$ cat config.mk
export PLATFORM = sky130hd
export DESIGN_NAME = ifetch
export DESIGN_NICKNAME = d
export VERILOG_FILES = /design/src/rtl/ifetch_pkg.sv /design/src/rtl/ifetch.sv
export SDC_FILE = /design/constraint.sdc
export NUM_CORES = 1
export LEC_CHECK = 0
export CORE_MARGIN = 4
export CORE_UTILIZATION = 39
export DETAILED_ROUTE_END_ITERATION = 7
export DONT_BUFFER_PORTS = 1
export PLACE_DENSITY_LB_ADDON = 0.15
export REMOVE_ABC_BUFFERS = 1
export SLEW_MARGIN = 20
export SYNTH_ARGS = -nofsm -noshare
export SYNTH_HDL_FRONTEND = slang
export SYNTH_SLANG_ARGS = --single-unit
export TNS_END_PERCENT = 10
$ cat constraint.sdc
create_clock -name clk -period 2.85 [get_ports clk]
set_input_delay 0.57 -clock clk [delete_from_list [all_inputs] [get_ports clk]]
set_output_delay 0.57 -clock clk [all_outputs]
set_load 0.01 [all_outputs]
$ cat src/rtl/ifetch_pkg.sv
// Shared types and constants for the instruction fetch stage.
package ifetch_pkg;

    typedef enum logic [1:0] {
        REQ     = 2'd0,
        WAIT    = 2'd1,
        DISCARD = 2'd2,
        DRAIN   = 2'd3
    } stateT;

    localparam int          LINE_INSNS = 4;
    localparam int          LINE_W     = 64;
    localparam logic [15:0] RESET_PC   = 16'h0000;

endpackage

$ cat src/rtl/ifetch.sv
// Instruction fetch: requests 64-bit lines from instruction memory and feeds the
// stream buffer one instruction per cycle, following branch redirects.
module ifetch
    import ifetch_pkg::*;
#(
    parameter int                ADDR_W   = 16,
    parameter int                INSN_W   = 16,
    parameter logic [ADDR_W-1:0] RESET_PC = ADDR_W'(ifetch_pkg::RESET_PC)
) (
    input  logic              clk,
    input  logic              reset,
    output logic              memReqValid,
    output logic [ADDR_W-1:0] memReqAddr,
    input  logic              memReqReady,
    input  logic              memRespValid,
    input  logic [LINE_W-1:0] memRespData,
    input  logic              inReady,
    output logic              inEnable,
    output logic [INSN_W-1:0] dataOut,
    output logic [ADDR_W-1:0] pcOut,
    input  logic              pause,
    input  logic              redirectValid,
    input  logic [ADDR_W-1:0] redirectPc,
    output logic [1:0]        dbgState
);

    // Handshakes: a memory request transfers on memReqValid & memReqReady and
    // holds address until then; a push transfers on every cycle inEnable is 1,
    // which is only ever raised while inReady is 1.

    localparam int SLOT_W = LINE_W / LINE_INSNS;

    stateT             state, stateNext;
    logic [ADDR_W-1:0] pc, pcNext;
    logic [LINE_W-1:0] line;
    logic              redirPending, redirPendingNext;
    logic              respOutstanding;
    logic              lastSlot;

    assign respOutstanding = (state == WAIT) || (state == DISCARD);
    assign lastSlot        = (pc[1:0] == 2'(LINE_INSNS - 1));

    assign memReqAddr = {pc[ADDR_W-1:2], 2'b00};
    assign dataOut    = reset ? '0 : line[pc[1:0]*SLOT_W +: INSN_W];
    assign pcOut      = reset ? '0 : pc;
    assign dbgState   = state;

    always_comb begin
        stateNext        = state;
        pcNext           = pc;
        redirPendingNext = redirPending;
        memReqValid      = 1'b0;
        inEnable         = 1'b0;

        case (state)
            REQ: begin
                memReqValid = 1'b1;
                if (memReqReady) stateNext = WAIT;
            end
            WAIT: begin
                if (memRespValid) stateNext = DRAIN;
            end
            DISCARD: begin
                if (memRespValid) begin
                    stateNext        = REQ;
                    redirPendingNext = 1'b0;
                end
            end
            DRAIN: begin
                inEnable = inReady && !pause && !redirectValid;
                if (inEnable) begin
                    pcNext = pc + ADDR_W'(1);
                    if (lastSlot) stateNext = REQ;
                end
            end
            default: stateNext = REQ;
        endcase

        if (redirectValid) begin
            pcNext = redirectPc;
            case (state)
                REQ: begin
                    stateNext        = memReqReady ? DISCARD : REQ;
                    redirPendingNext = memReqReady;
                end
                // A response landing in the redirect cycle is already gone, so
                // there is nothing left to discard.
                WAIT: begin
                    stateNext        = memRespValid ? REQ : DISCARD;
                    redirPendingNext = !memRespValid;
                end
                DRAIN:   stateNext = REQ;
                default: ;
            endcase
        end

        if (reset) begin
            memReqValid = 1'b0;
            inEnable    = 1'b0;
        end
    end

    always_ff @(posedge clk) begin
        if (reset) begin
            // A response still owed to a pre-reset request must be swallowed.
            redirPending <= respOutstanding && !memRespValid;
            state        <= (respOutstanding && !memRespValid) ? DISCARD : REQ;
            pc           <= RESET_PC;
            line         <= '0;
        end else begin
            state        <= stateNext;
            pc           <= pcNext;
            redirPending <= redirPendingNext;
            if (state == WAIT && memRespValid && !redirectValid) line <= memRespData;
        end
    end

endmodule

==> metrics.cfg, run 1 <==
[outcome]
status = finished clean

[synthesis]
netlist.area_leader.share_pct = 40.38
yosysTopAreaCell = dfxtp_1
yosysSeqAreaShare_pct = 40.38
synthCells = 490
synth_fa_ha_area_share_pct = 2.155
ys_ff_latch = 82
synth_xor_area_share_pct = 1.939
synth_edf_count = 0
synth_compound_area_share_pct = 13.05
yosysWarnings = 0
synth_top_family_by_area = simple AND/OR/NAND/NOR gates
synthArstFlopShare_pct = 0
syn_area_sq_mm = 0.004065
synth.area.top_cells = dfxtp_1 (40%), nand2_1 (13%), mux4_2 (8.9%)
yosys.area_share.simple_pct = 24.68
ys.flop_type = dfxtp_1
synthDistinctLibCells = 45
synthMuxAreaShare_pct = 9.911
synth_area_per_cell_sq_um = 8.296

[grt]
first_global_vias = 3159
grt_pass1_wl_um = 15920
track_usage_pct = 16.80
grt_max_degree = 101
grt_antenna_before_repair = 0
grt-ovfl-total = 0

[drt]
drtPass1Iterations = 4
drc = 0
drt-initial-drc-count = 122
post_drt_wl_per_cell_um = 17.04
routed_via_density = 5.337
postRouteAntennaNets = 0
wl_um = 10170
num_vias = 3186

[finish]
multiInputGateArea_sq_mm = 0.002117
final_nets = 551
final_cell_mix = nand2_1 (142), dfxtp_1 (81), a21oi_1 (70)
n_antenna_cell = 0
seq_area_sq_mm = 0.001643
drive_above_1_share_pct = 10.20
fillCellCount = 1086
syn2layout_area_growth_pct = 3.232
design_area_sq_mm = 0.004197
final_common_cell = nand2_1

[sta]
grt_setup_unrepaired = false
setup_tns_ns = 0
period_share_pct = 82.94
final-max-slew-violation-count = 0
slew_headroom_pct = 53.16
tightest_slew_ns = 0.7018
clock.fmax_mhz = 423.0
fin_crit_ns = 2.364
skew_ns = 0.01122
holdWs_ns = 0.2803
finalSetupViolations = 0
final_hold_viol_count = 0

[setup_path]
crit_type = register to output pin
cp_max_fo = 14
start_kind = register
arrival_ns = 1.79
worstRegToRegCells = 5
endpoint_kind = output pin
required_ns = 2.28

[floorplan]
core_sq_mm = 0.01023
die_w_um = 110.1
num_rows = 37
die-area_sq_mm = 0.01212
io_pins = 139
die_y_um = 110.1
start_util_pct = 39.73

[clock_network]
clockRootBuffer = clkbuf_8
ctsResizeCount = 0
cts-buffers-inserted = 9
worstSkewPairLatency_ns = 0.34
htree_levels = 3
cts_tree = done
postCtsSetupRepairBufs = 0
cts_sinks = 82
path_clk_slew_ns = 0.09
hold_buffers = 0
clk_path_buf_depth = 2

[placement]
dp_hpwl_um = 6908
gp_congestion = 0.7970
place_area_sq_mm = 0.004026
port_buffers = 0

[min_path]
hold_class = input pin to register
worstHoldPathCells = 1

[job]
maxCapViolations = 0

[power_and_ir_drop]
p_leak_uw = 0.001363
irDropWorstVdd_v = 0.0001913
power_density_mw_per_mm2 = 522.7

worst paths after layout:
path	startpoint	to	slack (ns)
hold reg to reg	line[62]	line[62]	0.45
setup / recovery	pc[0]	dataOut[8]	0.49
hold / removal	reset	line[30]	0.28
setup reg to reg	dbgState[0]	pc[15]	0.63
synth_stat cells, types with 2 or more instances:
cell type  count
nand2_1      142
dfxtp_1       82
a21oi_1       70
clkbuf_1      21
and2_1        17
buf_4         16
mux4_2        16
nor2_1        15
nor2b_1       13
xnor2_1        9
inv_1          8
ha_1           7
a211oi_1       6
nor4_1         6
buf_1          5
nand3_1        5
a311oi_1       4
buf_2          4
buf_6          4
nor3_1         4
o21ai_0        4
or3_1          3
and3_1         2
mux2_2         2
mux2i_1        2
nand2b_1       2
nand4_1        2
or3_2          2
power breakdown:
part / switching, uW / leakage [uW] / total (uW) / internal (uW)
Combinational: 114 / 0.000616 / 205 / 91.0
Clock: 418 / 0.0000814 / 754 / 336
Sequential: 52.6 / 0.000666 / 1240 / 1180
Total: 584 / 0.00136 / 2190 / 1610
critical path: stages (launching register included):
cell	delay, ns
dfxtp_2	0.50
buf_12	0.22
mux4_2	0.52
and2_1	0.21
logic make-up (layout without fill, tap and decap cells):
logic type               count (synthesis)  in the layout
adder cells (fa/ha/maj)                  7              7
multiplexers                            20             20
XOR/XNOR                                 9              9
flip-flops                              82             82
buffers and inverters                   59             29
AND/OR/NAND/NOR                        219            219
other                                    1              2
AO/OA/AOI/OAI                           93             93
through the flow:
step | utilization (%) | std cells | power (uW) | setup WS [ns]
after floorplan | - | 441 | 1410 | 0.3902
after global placement | 39.35 | 582 | 1465 | 0.7212
after detailed placement | 39.35 | 582 | 1470 | 0.6727
after CTS | 41.02 | 597 | 2232 | 0.4289
after global routing | 41.02 | 597 | 2301 | 0.3822
final | 41.02 | 597 | 2194 | 0.4862
sequential cells by signal (all words and copies together) (netlist names):
name      flops
pc           16
dbgState      2
line         64
layout make-up:
cell class / count / area share [%]
multi-input combinational: 350 / 50.45
sequential: 82 / 39.15
tap: 136 / 4.055
clock buffer: 11 / 3.369
timing repair buffer: 5 / 1.491
inverter: 9 / 0.8050
clock inverter: 4 / 0.6857
routing by layer:
metal | share of wire (%) | global-route usage, % | wire [um]
met1 | 42 | 21.15 | 4321
met3 | 9.8 | 6.989 | 994
met4 | 1.2 | 4.222 | 125
met5 | 0 | 0 | 0
met2 | 47 | 26.78 | 4730
Power figures use the tool's default switching activity.
==> run 2, diff against run 1 <==
- clock period: 2.85 -> 2 ns (I/O delays scaled with it)
==> metrics.cfg, run 2 (synthesis results as in run 1) <==
[outcome]
status = finished with violations
violations = negative setup slack

[min_path]
hold_class = input pin to register
worstHoldPathCells = 1
min_from = reset
hold_end = line[45]

[finish]
final_cell_mix = nand2_1 (142), dfxtp_1 (81), a21oi_1 (70)
n_antenna_cell = 0
top_register = line
seq_area_sq_mm = 0.001645
drive_above_1_share_pct = 17.43
syn2layout_area_growth_pct = 9.942
multiInputGateArea_sq_mm = 0.002160
postLayoutCoreUtil_pct = 43.68
fillCellCount = 1085
final_nets = 571
stdcell_count = 618
final_common_cell = nand2_1
largest_reg_flops = 64

[clock_network]
cts_sinks = 82
clockRootBuffer = clkbuf_8
worstSkewPairLatency_ns = 0.36
clk_path_buf_depth = 2
cts-buffers-inserted = 9
path_clk_slew_ns = 0.09
htree_levels = 3
hold_buffers = 0
cts_tree = done
postCtsSetupRepairBufs = 0

[sta]
clock.fmax_mhz = 494.5
tightest_slew_ns = 0.5447
fin_crit_ns = 2.022
setup_slack_ns = -0.02212
grt_setup_unrepaired = true
finalSetupViolations = 9
final-max-slew-violation-count = 0
final_hold_viol_count = 0
skew_ns = 0.01133
period_share_pct = 101.1
slew_headroom_pct = 63.36
holdWs_ns = 0.09963

[grt]
met3_usage_pct = 7.863
grt_antenna_before_repair = 0
grt_use_met1_pct = 21.23
use_met2_pct = 25.61
first_global_vias = 3123
track_usage_pct = 16.75
busiest_layer = met2
grt_max_degree = 101
grt-ovfl-total = 0
grt_pass1_wl_um = 15460

[placement]
dp_hpwl_um = 7021
gp_congestion = 0.8203
port_buffers = 0
place_inst = 601

[drt]
drt-initial-drc-count = 163
num_vias = 3238
post_drt_wl_per_cell_um = 16.71
postRouteAntennaNets = 0
drtPass1Iterations = 4
routed_via_density = 5.239
drc = 0
wl_um = 10330

[setup_path]
crit_buf_inv = 1
timing.rr.start = dbgState[0]
cpMaxStageDelayCell = mux4_2
slowest_delay_ns = 0.50
cp_max_fo = 7
arrival_ns = 1.62
crit_type = register to output pin
start_kind = register
crit_family = multiplexers
path_cells = clkbuf_16 > mux4_2 > and2_4
worstReg2RegEnd = pc[11]
endpoint_kind = output pin
ff2ff_setup_slack_ns = 0.10
worstRegToRegCells = 5
required_ns = 1.60

[power_and_ir_drop]
p_leak_uw = 0.001519
irDropWorstVdd_v = 0.0003584
power_density_mw_per_mm2 = 750.0
power_uw = 3352

[floorplan]
num_rows = 37
start_util_pct = 39.73
core_sq_mm = 0.01023
die_w_um = 110.1
die_y_um = 110.1
die-area_sq_mm = 0.01212
io_pins = 139

[job]
maxCapViolations = 0

[run 2: changes by cell type in the layout (fill, tap and decap cells not counted), moves of 2 or more]
cell / before / now
inv_6: 0 / 2
clkinv_4: 1 / 3
clkinvlp_4: 2 / 0
and2_4: 0 / 14
and2_1: 17 / 3
buf_4: 3 / 19
buf_12: 2 / 4
[run 2: layer usage]
layer | routed length, um | share of wire, %
met5 | 0 | 0
met4 | 71 | 0.69
met1 | 4524 | 44
met3 | 934 | 9.0
met2 | 4799 | 46
[run 2: worst reg2reg max path, delay by kind of cell, from the launching register on]
family	cells	cell delay (ns)
AOI/OAI and AO/OA	1	0.27
adders and majority gates	1	0.24
and+or+nand+nor	3	0.95
DFF	1	0.35
[run 2: worst max-delay path by stage]
stage,startpoint,endpoint,slack [ns],cells after the start
finish,pc[0],dataOut[4],-0.02,3
global route,pc[0],dataOut[10],-0.09,3
CTS,pc[0],dataOut[0],-0.08,3
detailed placement,dbgState[0],pc[11],0.15,5
global placement,dbgState[0],pc[11],0.16,5
floorplan,pc[0],pc[14],-0.46,5
[run 2: through the flow]
stage          cell area [sq um]  TNS [ns]  setup slack (ns)
6_report                    4469   -0.1016          -0.02212
5_1_grt                     4469    -1.305          -0.09203
4_1_cts                     4433   -0.8592          -0.07983
3_5_place_dp                4194         0            0.1463
3_3_place_gp                4194         0            0.1632
2_1_floorplan               3786    -22.19           -0.4598
[run 2: repair_timing]
action                                  in CTS  in global routing
endpoints found under the setup margin      17                 17
pin swaps                                    2                  1
gates resized for setup                     14                  4
gates cloned                                 0                  1
[run 2: layout make-up]
cell class | instances | share of cell area [%]
multi-input combinational | 350 | 48.32
sequential | 82 | 36.81
timing repair buffer | 25 | 5.795
tap | 136 | 3.807
clock buffer | 10 | 2.856
clock inverter | 6 | 1.652
inverter | 9 | 0.7559
[run 2: where the power goes]
| part | leakage, uW | internal, uW | switching (uW) |
|---|---|---|---|
| clock | 0.000101 | 593 | 652 |
| combinational | 0.000752 | 173 | 210 |
| sequential | 0.000666 | 1680 | 39.9 |
==> run 3, diff against run 2 <==
- ABC_AREA: default -> 1
==> metrics.cfg, run 3 <==
[drt]
drc = 0
drt-initial-drc-count = 277
wl_um = 11970
routed_via_density = 5.181
drtPass1Iterations = 5
postRouteAntennaNets = 0
num_vias = 4010
post_drt_wl_per_cell_um = 15.46

[synthesis]
synth_edf_count = 0
ys_ff_latch = 82
netlist.area_leader.share_pct = 38.43
yosysSeqAreaShare_pct = 38.43
synthDistinctLibCells = 27
synth_area_per_cell_sq_um = 6.472
ys.flop_type = dfxtp_1
yosysWarnings = 0
syn_area_sq_mm = 0.004272
yosysMostFrequentCell = nor2_1
yosysTopAreaCell = dfxtp_1
synthCells = 660
synth.area.top_cells = dfxtp_1 (38%), nor2_1 (21%), o21ai_0 (8.0%)
synth_common_cells = nor2_1 (235), dfxtp_1 (82), o21ai_0 (68), nand2_1 (67), o21ai_1 (41)
synthArstFlopShare_pct = 0

[setup_path]
timing.rr.start = dbgState[1]
arrival_ns = 1.50
start_kind = register
cp_max_fo = 5
endpoint_kind = output pin
ff2ff_setup_slack_ns = 0.27
crit_type = register to output pin
startpoint = dbgState[1]
required_ns = 1.60

[finish]
fillCellCount = 1117
multiInputGateArea_sq_mm = 0.002253
final_cell_mix = nor2_1 (235), dfxtp_1 (80), o21ai_0 (68)
n_antenna_cell = 0
top_register = line
final_nets = 727
drive_above_1_share_pct = 9.875
largest_reg_flops = 64
syn2layout_area_growth_pct = 6.034
seq_area_sq_mm = 0.001644
final_common_cell = nor2_1

[placement]
dp_slack_ns = 0.1406
port_buffers = 0
gp_congestion = 0.8540
dp_hpwl_um = 8010

[clock_network]
worstSkewPairLatency_ns = 0.35
clk_path_buf_depth = 2
cts_sinks = 82
cts_tree = done
htree_levels = 3
cts-buffers-inserted = 9
path_clk_slew_ns = 0.09
clockRootBuffer = clkbuf_8
hold_buffers = 0

[grt]
track_usage_pct = 18.47
first_global_vias = 3845
grt-ovfl-total = 0
grt_max_degree = 65
grt_antenna_before_repair = 0
grt_pass1_wl_um = 19120

[sta]
setup_tns_ns = 0
fin_crit_ns = 1.900
final_hold_viol_count = 0
finalSetupViolations = 0
final-max-slew-violation-count = 0
period_share_pct = 95.00
clock.fmax_mhz = 526.3
skew_ns = 0.009295
grt_setup_unrepaired = false
setup_slack_ns = 0.09996

[floorplan]
num_rows = 37
die-area_sq_mm = 0.01269
die_w_um = 112.7
die_y_um = 112.7
io_pins = 139
start_util_pct = 40.65
core_sq_mm = 0.01051

[power_and_ir_drop]
p_leak_uw = 0.001903
irDropWorstVdd_v = 0.0003019
power_density_mw_per_mm2 = 802.6
power_uw = 3635

[job]
maxCapViolations = 0

[outcome]
status = finished clean

[min_path]
hold_class = input pin to register
min_from = reset

==> run 3: cell types whose count changed after synthesis, moves of 18 or more <==
cell     previous run  this run
nand2_1           142        67
o21ai_0             4        68
o21ai_1             0        41
nand3_1             5        23
inv_1               8        27
a21oi_1            70        22
nor2_1             15       235
==> run 3: through the flow <==
| step | cells | utilization (%) | cell area (sq um) | hold slack, ns |
|---|---|---|---|---|
| detailed placement | 757 | 40.65 | 4272 | 0.4772 |
| floorplan | 609 | - | 3981 | 0.4596 |
| finish | 774 | 43.10 | 4529 | 0.1322 |
| CTS | 773 | 42.55 | 4472 | 0.09143 |
| global placement | 757 | 40.65 | 4272 | 0.4728 |
| global route | 774 | 43.10 | 4529 | 0.08792 |
==> run 3: timing repair <==
action | 4_1_cts | 5_1_grt
endpoints found under the hold margin | 0 | 0
gates resized for setup | 5 | 15
buffers inserted | 0 | 1
pin swaps | 0 | 1
endpoints found under the setup margin | 15 | 29
==> run 3: worst paths after layout <==
path                                  to  depth (start not counted)
worst max-delay path            inEnable                          5
worst min-delay path              pc[14]                          1
worst max register to register  line[24]                          7
worst min register to register  line[51]                          2
==> run 3: area by class of cell <==
type | instances | area share, %
multi-input cells | 491 | 49.75
flip-flops and latches | 82 | 36.30
well taps | 136 | 3.757
inverters | 36 | 3.094
repair buffers | 13 | 3.066
clock buffers | 9 | 2.735
clock inverters | 7 | 1.298
==> run 3: cells by family (layout without fill, tap and decap cells) <==
logic type	count (synthesis)	in the layout	synth area share [%]
AOI/OAI and AO/OA	136	136	16.17
buffers and inverters	88	65	10.11
other	1	2	0.08779
and+or+nand+nor	342	342	32.34
xor gates and xnor gates	4	4	0.8201
DFF	82	82	38.43
adders and majority gates	7	7	2.050
==> run 3: power breakdown <==
part	internal (uW)	switching (uW)	total, uW
logic	220	408	628
registers	1760	102	1860
clock network	469	677	1150
==> run 3: critical path: stages, from the launching register on <==
cell and delay [ns]:
dfxtp_2 0.40, ha_1 0.20, nand3_2 0.17, nor2_4 0.16
inv_2 0.06, nor2_4 0.16
==> run 3: per-layer routing <==
layer  wire length, um  GRT usage, %  up-vias
li1                  -             -     2032
met1              5407         23.51     1843
met2              5487         30.21      128
met3               968         5.553        7
met4               104         5.369        0
met5                 0             0        -
